File: src/rtl/vga_sprite_engine.sv
// Bouncing square sprite over a blue background; one-dclk registered pixel/sync pipeline.
// Optional 2-pixel white screen border compiled in with `define SCREEN_BORDER_EN.
module vga_sprite_engine #(
  parameter int H_ACTIVE = 640,
  parameter int V_ACTIVE = 480,
  parameter int BOX_SIZE = 32,
  parameter int STEP     = 2
) (
  input  logic       dclk,
  input  logic       clr,
  input  logic [9:0] hcount,
  input  logic [9:0] vcount,
  input  logic       video_on,
  input  logic       frame_start,
  input  logic       hsync_in,
  input  logic       vsync_in,
  input  logic       pause,
  output logic [2:0] red,
  output logic [2:0] green,
  output logic [1:0] blue,
  output logic       hsync,
  output logic       vsync
);

  localparam logic [10:0] X_MAX  = 11'(H_ACTIVE - BOX_SIZE);
  localparam logic [10:0] Y_MAX  = 11'(V_ACTIVE - BOX_SIZE);
  localparam logic [10:0] STEP11 = 11'(STEP);
  localparam logic [10:0] BOX11  = 11'(BOX_SIZE);

  localparam logic [7:0] COL_YELLOW = 8'b111_111_00;
  localparam logic [7:0] COL_BLUE   = 8'b000_000_11;

  logic [9:0]  x, y;
  logic        dx, dy;
  logic [10:0] x_step, y_step;
  logic [10:0] hc11, vc11, x11, y11;
  logic        in_sprite;
  logic [7:0]  pix;

  // Returns {new_dir, new_pos}; 11-bit math keeps the bounds check free of wrap-around.
  function automatic logic [10:0] step_axis(input logic [9:0] pos, input logic dir,
                                            input logic [10:0] lim);
    logic [10:0] p;
    p = {1'b0, pos};
    if (!dir) begin
      if (p + STEP11 >= lim) return {1'b1, lim[9:0]};
      else                   return {1'b0, 10'(p + STEP11)};
    end else begin
      if (p <= STEP11) return {1'b0, 10'd0};
      else             return {1'b1, 10'(p - STEP11)};
    end
  endfunction

  assign x_step = step_axis(x, dx, X_MAX);
  assign y_step = step_axis(y, dy, Y_MAX);

  assign hc11 = {1'b0, hcount};
  assign vc11 = {1'b0, vcount};
  assign x11  = {1'b0, x};
  assign y11  = {1'b0, y};

  assign in_sprite = (hc11 >= x11) && (hc11 < x11 + BOX11) &&
                     (vc11 >= y11) && (vc11 < y11 + BOX11);

`ifdef SCREEN_BORDER_EN
  localparam logic [7:0]  COL_WHITE = 8'b111_111_11;
  localparam logic [10:0] H_EDGE    = 11'(H_ACTIVE - 2);
  localparam logic [10:0] V_EDGE    = 11'(V_ACTIVE - 2);
  logic on_border;
  assign on_border = (hc11 < 11'd2) || (hc11 >= H_EDGE) ||
                     (vc11 < 11'd2) || (vc11 >= V_EDGE);
`endif

  always_comb begin
    pix = 8'b0;
    if (!video_on)      pix = 8'b0;
    else if (in_sprite) pix = COL_YELLOW;
`ifdef SCREEN_BORDER_EN
    else if (on_border) pix = COL_WHITE;
`endif
    else                pix = COL_BLUE;
  end

  always_ff @(posedge dclk) begin
    if (clr) begin
      x     <= 10'd0;
      y     <= 10'd0;
      dx    <= 1'b0;
      dy    <= 1'b0;
      red   <= 3'd0;
      green <= 3'd0;
      blue  <= 2'd0;
      hsync <= 1'b1;
      vsync <= 1'b1;
    end else begin
      {red, green, blue} <= pix;
      hsync <= hsync_in;
      vsync <= vsync_in;
      // frame_start arrives in blanking, so a whole frame is drawn from one position.
      if (frame_start && !pause) begin
        {dx, x} <= x_step;
        {dy, y} <= y_step;
      end
    end
  end

endmodule

File: config.mk
export PLATFORM = sky130hd
export DESIGN_NAME = vga_sprite_engine
export DESIGN_NICKNAME = d
export VERILOG_FILES = /design/src/rtl/vga_sprite_engine.sv
export SDC_FILE = /design/constraint.sdc
export NUM_CORES = 1
export LEC_CHECK = 0
export CAP_MARGIN = 15
export CORE_MARGIN = 5
export CORE_UTILIZATION = 60
export DETAILED_ROUTE_END_ITERATION = 7
export GPL_TIMING_DRIVEN = 0
export PLACE_DENSITY = 0.83
export SETUP_SLACK_MARGIN = 0.2
export SLEW_MARGIN = 20
export SYNTH_ARGS = -nofsm -noshare
export SYNTH_HDL_FRONTEND = slang
export SYNTH_SLANG_ARGS = --single-unit
File: constraint.sdc
create_clock -name dclk -period 4.1 [get_ports dclk]
set_input_delay 0.82 -clock dclk [delete_from_list [all_inputs] [get_ports dclk]]
set_output_delay 0.82 -clock dclk [all_outputs]
set_load 0.02 [all_outputs]
# Word level (Yosys, flattened, before mapping)
# Cells that the tools add are included.
word_totals:
  reg_bits: 32
  in_bits: 27
  out_inout_bits: 10
  elab_cells: 37
classes:
  addsub: 6
  magnitude_cmp: 8
  muxes: 7
  bitwise: 1
  reduce_logical: 6
op_table:
  columns: ["cell", "count"]
  rows:
  - ["2-to-1 mux 11 bit", 6]
  - ["adder 10 x 2 -> 11 bit (second input constant)", 2]
  - ["adder 10 x 6 -> 11 bit (second input constant)", 2]
  - ["< comparator 10 x 11 -> 1 bit", 2]
  - [">= comparator 10 bit", 2]
  - ["<= comparator 10 x 2 -> 1 bit (second input constant)", 2]
  - ["subtractor 10 x 2 -> 10 bit (second input constant)", 2]
  - [">= comparator 11 x 10 -> 1 bit (second input constant)", 1]
  - [">= comparator 11 x 9 -> 1 bit (second input constant)", 1]
  - ["2-to-1 mux 8 bit", 1]
  - ["logical AND 1 bit", 4]
  - ["OR reduction 2 bit", 1]
  - ["logical NOT 1 bit", 1]
  - ["NOT 1 bit", 1]

# Logic depth before layout (Yosys ltp)
depth:
  depth_word: 6
  mapped_depth: 11
  depth_no_buf: 10

# Worst setup path after synthesis
# Ideal clock, no wire load.
synth_path:
  path_type: "input to register"
  from: "in vcount[1]"
  to: "reg red[1]"
  setup_ps: 60
  arrival_time_ps: 2334
  required_ps: 4040
  path_slack_ps: 1706
  cell_stages: 7
  path_buffers: 0
  path_cell_list: "ha_1 > o211ai_1 > a211o_1 > a31oi_1 > or4_1 > a211oi_2 > and3b_1"
synth_between:
  elab_chain_cells: 4
  word_cells_on_any_way: 5
synth_rtl:
  columns: ["element", "line", "text"]
  rows:
  - ["start: declaration", "12", "input logic [9:0] vcount,"]
  - [">= comparator 10 bit", "63", "(vc11 >= y11) && (vc11 < y11 + BOX11);"]
  - ["logical AND 1 bit", "62", "assign in_sprite = (hc11 >= x11) && (hc11 < x11 + BOX11) &&"]
  - ["logical AND 1 bit *", "63", null]
  - ["2-to-1 mux 8 bit *", "77", "else if (in_sprite) pix = COL_YELLOW;"]
  - ["end signal: assignment", "96", "{red, green, blue} <= pix;"]
  - ["end: declaration", "18", "output logic [2:0] red,"]
# Mark *: on every way between the ends. The rest lies on a longest branch, timed or not.
# A chain may end at the register's enable or synchronous reset.

# Final worst setup path
layout_path:
  from: "in hcount[9]"
  to: "reg red[1]"
layout_between:
  elab_chain_cells: 5
  word_cells_on_any_way: 6
layout_rtl:
  columns: ["element", "line", "text"]
  rows:
  - ["start: declaration", "11", "input logic [9:0] hcount,"]
  - ["< comparator 10 x 11 -> 1 bit / >= comparator 10 bit (equally long branches)", "62", null]
  - ["logical AND 1 bit * (2 in a row)", "62", null]
  - ["logical AND 1 bit *", "63", null]
  - ["2-to-1 mux 8 bit *", "77", null]
# Marks and branches as above.

==> results.md <==
* Status: finished, final reports clean
* Root Buffer: clkbuf_8
* Vias at about 2900
* CTS HTree Levels at 1
* Hold path depth at 2
* Sw frac at 0.347
* Synthesized area at 2660 um2
* Filler instances at about 370
* VDD IR max at roughly 0.00017 V
* Hold-fix buffers, CTS at 0
* Hold endpoint: y[4]
* Multi-input gate area at roughly 2000 um2
* Die width at 76.6 um
* # nets final at ~450
* Hold path start: y[4]
* Initial core utilization at 0.615
* Unique cell type count in the Yosys netlist at 56
* Hold Path Class: flop to flop
* Main synth FF type: dfxtp_1
* Register area share after synthesis at 0.181
* Post-cts resize count at 0
* Worst Clk Skew at about 1.9 ps
* Sequential power share at 0.383
* Placer Congestion at around 0.97
* First DRT Iteration DRCs at approximately 230
* #FFs+latches synth at 24
* Ys async rst share at 0
* Data required, critical path at about 4300 ps
* Tot GR Track Use at 0.255
* Vias per cell at around 6.5
* Number of global-route vias before repair at 2765
* Dpl hpwl at 5940 um
* Endpoints failing setup at 0
* RSZ-0062 raised after global routing: no
* Reg area at between 400 and 500 um2
* Gr ovfl total at 0
* Syn Inst Count at between 300 and 400
* Slew HR at 0.597
* Tcrit/Tclk final at 0.692
* Max Freq at 352 MHz
* Reg2reg start: x[8]
* CTS buffer count at 3
* I/O Buffers at 34
* Critical Path AT at 3060 ps
* Initial antenna violation count at 0
* Final hold slack at 594 ps
* Clk slew on worst S/H paths at 90 ps
* Total I/O pin count at 37
* Minimum clock period at approximately 2800 ps
* Logic pwr share at 0.362
* Area delta synth->final at 17.3%
* Fraction of layout cells with a size suffix above 1 at 0.0747
* Worst Reg2Reg Path Length in Cells at 9
* Post-Route Utilization at 0.721
* Startpoint types: primary input
* Worst setup EP type: flop
* Postcts setup bufs at 0
* Total number of yosys warnings at 0
* Clock Sinks at 24
* Overall Power at between 600 and 700 uW
* R2R Setup Slk at approximately 1300 ps
* Post-route ant nets at 0
* Setup_tns at 0 ps
* DRC Markers at 0
* Number of inserted diodes at 0
* R2r endpoint: red[1]
* Clk pwr share at 0.255
* Overall die area at 5860 um2
* Syn Area/Cell at 7.59 um2
* CTS tree: done
* Die Ht at 76.6 um
* Routed len/inst at 17.4 um
* Post-route insts no fill at 440
* # rows at 24
* Core ar. at around 4300 um2
* Max cap viols at 0
* Router iterations before antenna repair at 5
* Int Power at about 440 uW
* Slew @ Worst Pin at slightly below 600 ps
* Post-synth EDFFs at 0
* Power per Cell Area at 215 nW/um2
* Clock buffer depth at 2
* Clk_lat worst skew at 270 ps
* Placed cells at ~440
* Final Hold Viols at 0
* Pins Over Slew Limit at 0
* First-pass GRT wire length at approximately 13000 um
* NetSw at about 230 uW
* WL final at 7670 um
* P_leak at approximately 0.0012 uW
* Post-Syn Nets at roughly 420
* Path type of the worst setup path: primary input to flop
* Largest net degree at the start of global routing at 14
* Crit path max fanout at 3
-- stage by stage --
step,setup WS [ps],instance area [um2]
final,1260,3120
after global routing,1140,3120
after CTS,1240,3120
after detailed placement,977,3060
after global placement,994,3060
after floorplan,1710,2660
-- kinds of logic (layout without fill, tap and decap cells) --
logic type	after synthesis	in the layout	synth area share
flip-flops	24	24	0.181
AND/OR/NAND/NOR	104	104	0.209
adder cells (fa/ha/maj)	38	38	0.179
multiplexers	7	7	0.0268
AO/OA/AOI/OAI	118	118	0.288
XOR/XNOR	11	11	0.0363
buffers and inverters	48	86	0.0810
-- state kept, by name (all words and copies together) (netlist names) --
name	cells
dx	1
vsync	1
red	1
y	9
dy	1
hsync	1
x	9
blue	1
-- synth_stat cells, drive strengths merged (4+ instances only) --
cell type	count	area, um2
nor2b	5	31.3
dfxtp	24	480
nand2	20	75.1
nor3	14	75.1
buf	14	87.6
mux2i	6	60.1
nand3	17	90.1
o21ai	27	139
ha	38	475
a211oi	5	42.5
o31ai	4	35.0
o21a	4	30.0
a221oi	5	43.8
nor2	20	75.1
inv	22	82.6
clkbuf	12	45.0
nand4	8	50.1
xnor2	11	96.3
o211ai	6	45.0
a31oi	6	37.5
a21oi	37	185
nand2b	4	25.0
-- cell type report --
type,count,share of cell area
Inverter,22,0.0265
Multi-Input combinational cell,278,0.629
Sequential cell,24,0.154
Buffer,26,0.0425
Tap cell,52,0.0209
Clock buffer,4,0.0177
Timing Repair Buffer,34,0.109
-- cells in the final DEF, fill, tap and decap left out, drive strengths merged, types with 2 or more instances in the layout --
master / count
nand4: 8
a211o: 2
buf: 14
or4: 2
a211oi: 5
a21o: 3
clkdlybuf4s50: 34
nand2b: 4
o31ai: 4
nor4: 3
mux2i: 6
dfxtp: 24
a21oi: 37
o211ai: 6
o21a: 4
nor2b: 5
o21ai: 27
nand2: 20
nor2: 20
or2: 2
clkbuf: 16
xnor2: 11
o2111ai: 2
nand3: 17
or3: 2
nor3: 14
o31a: 2
o22ai: 3
a31oi: 6
a311oi: 2
ha: 38
a221oi: 5
inv: 22
and3: 2
-- how the worst max path moves through the flow --
stage	start	end	slack, ps	cells past startpoint
after floorplan	vcount[1]	red[1]	1710	7
after detailed placement	hcount[9]	red[1]	980	8
final	hcount[9]	red[1]	1260	8
after global placement	hcount[9]	red[1]	990	8
after CTS	hcount[9]	red[1]	1240	8
after global routing	x[8]	red[1]	1140	9
-- power by group through the flow --
stage | clock (uW) | sequential, uW | combinational, uW
final | 171 | 256 | 242
after global routing | 182 | 258 | 270
after CTS | 168 | 256 | 239
after detailed placement | 0 | 261 | 238
after global placement | 0 | 261 | 229
after floorplan | 0 | 261 | 160
-- worst max-delay path, cell delays in order --
cell	delay, ps
clkdlybuf4s50_1	430
ha_1	330
nand2_1	60
o21ai_0	250
a2111oi_0	140
or4_1	540
a211oi_2	300
and3b_1	190
-- metal layers --
| metal | routed length (um) | global-route usage |
|---|---|---|
| met3 | 454 | 0.0343 |
| met2 | 3980 | 0.488 |
| met5 | 0 | 0 |
| met1 | 3040 | 0.282 |
| met4 | 201 | 0.0857 |
No activity file was read; power rests on OpenSTA's default activity.
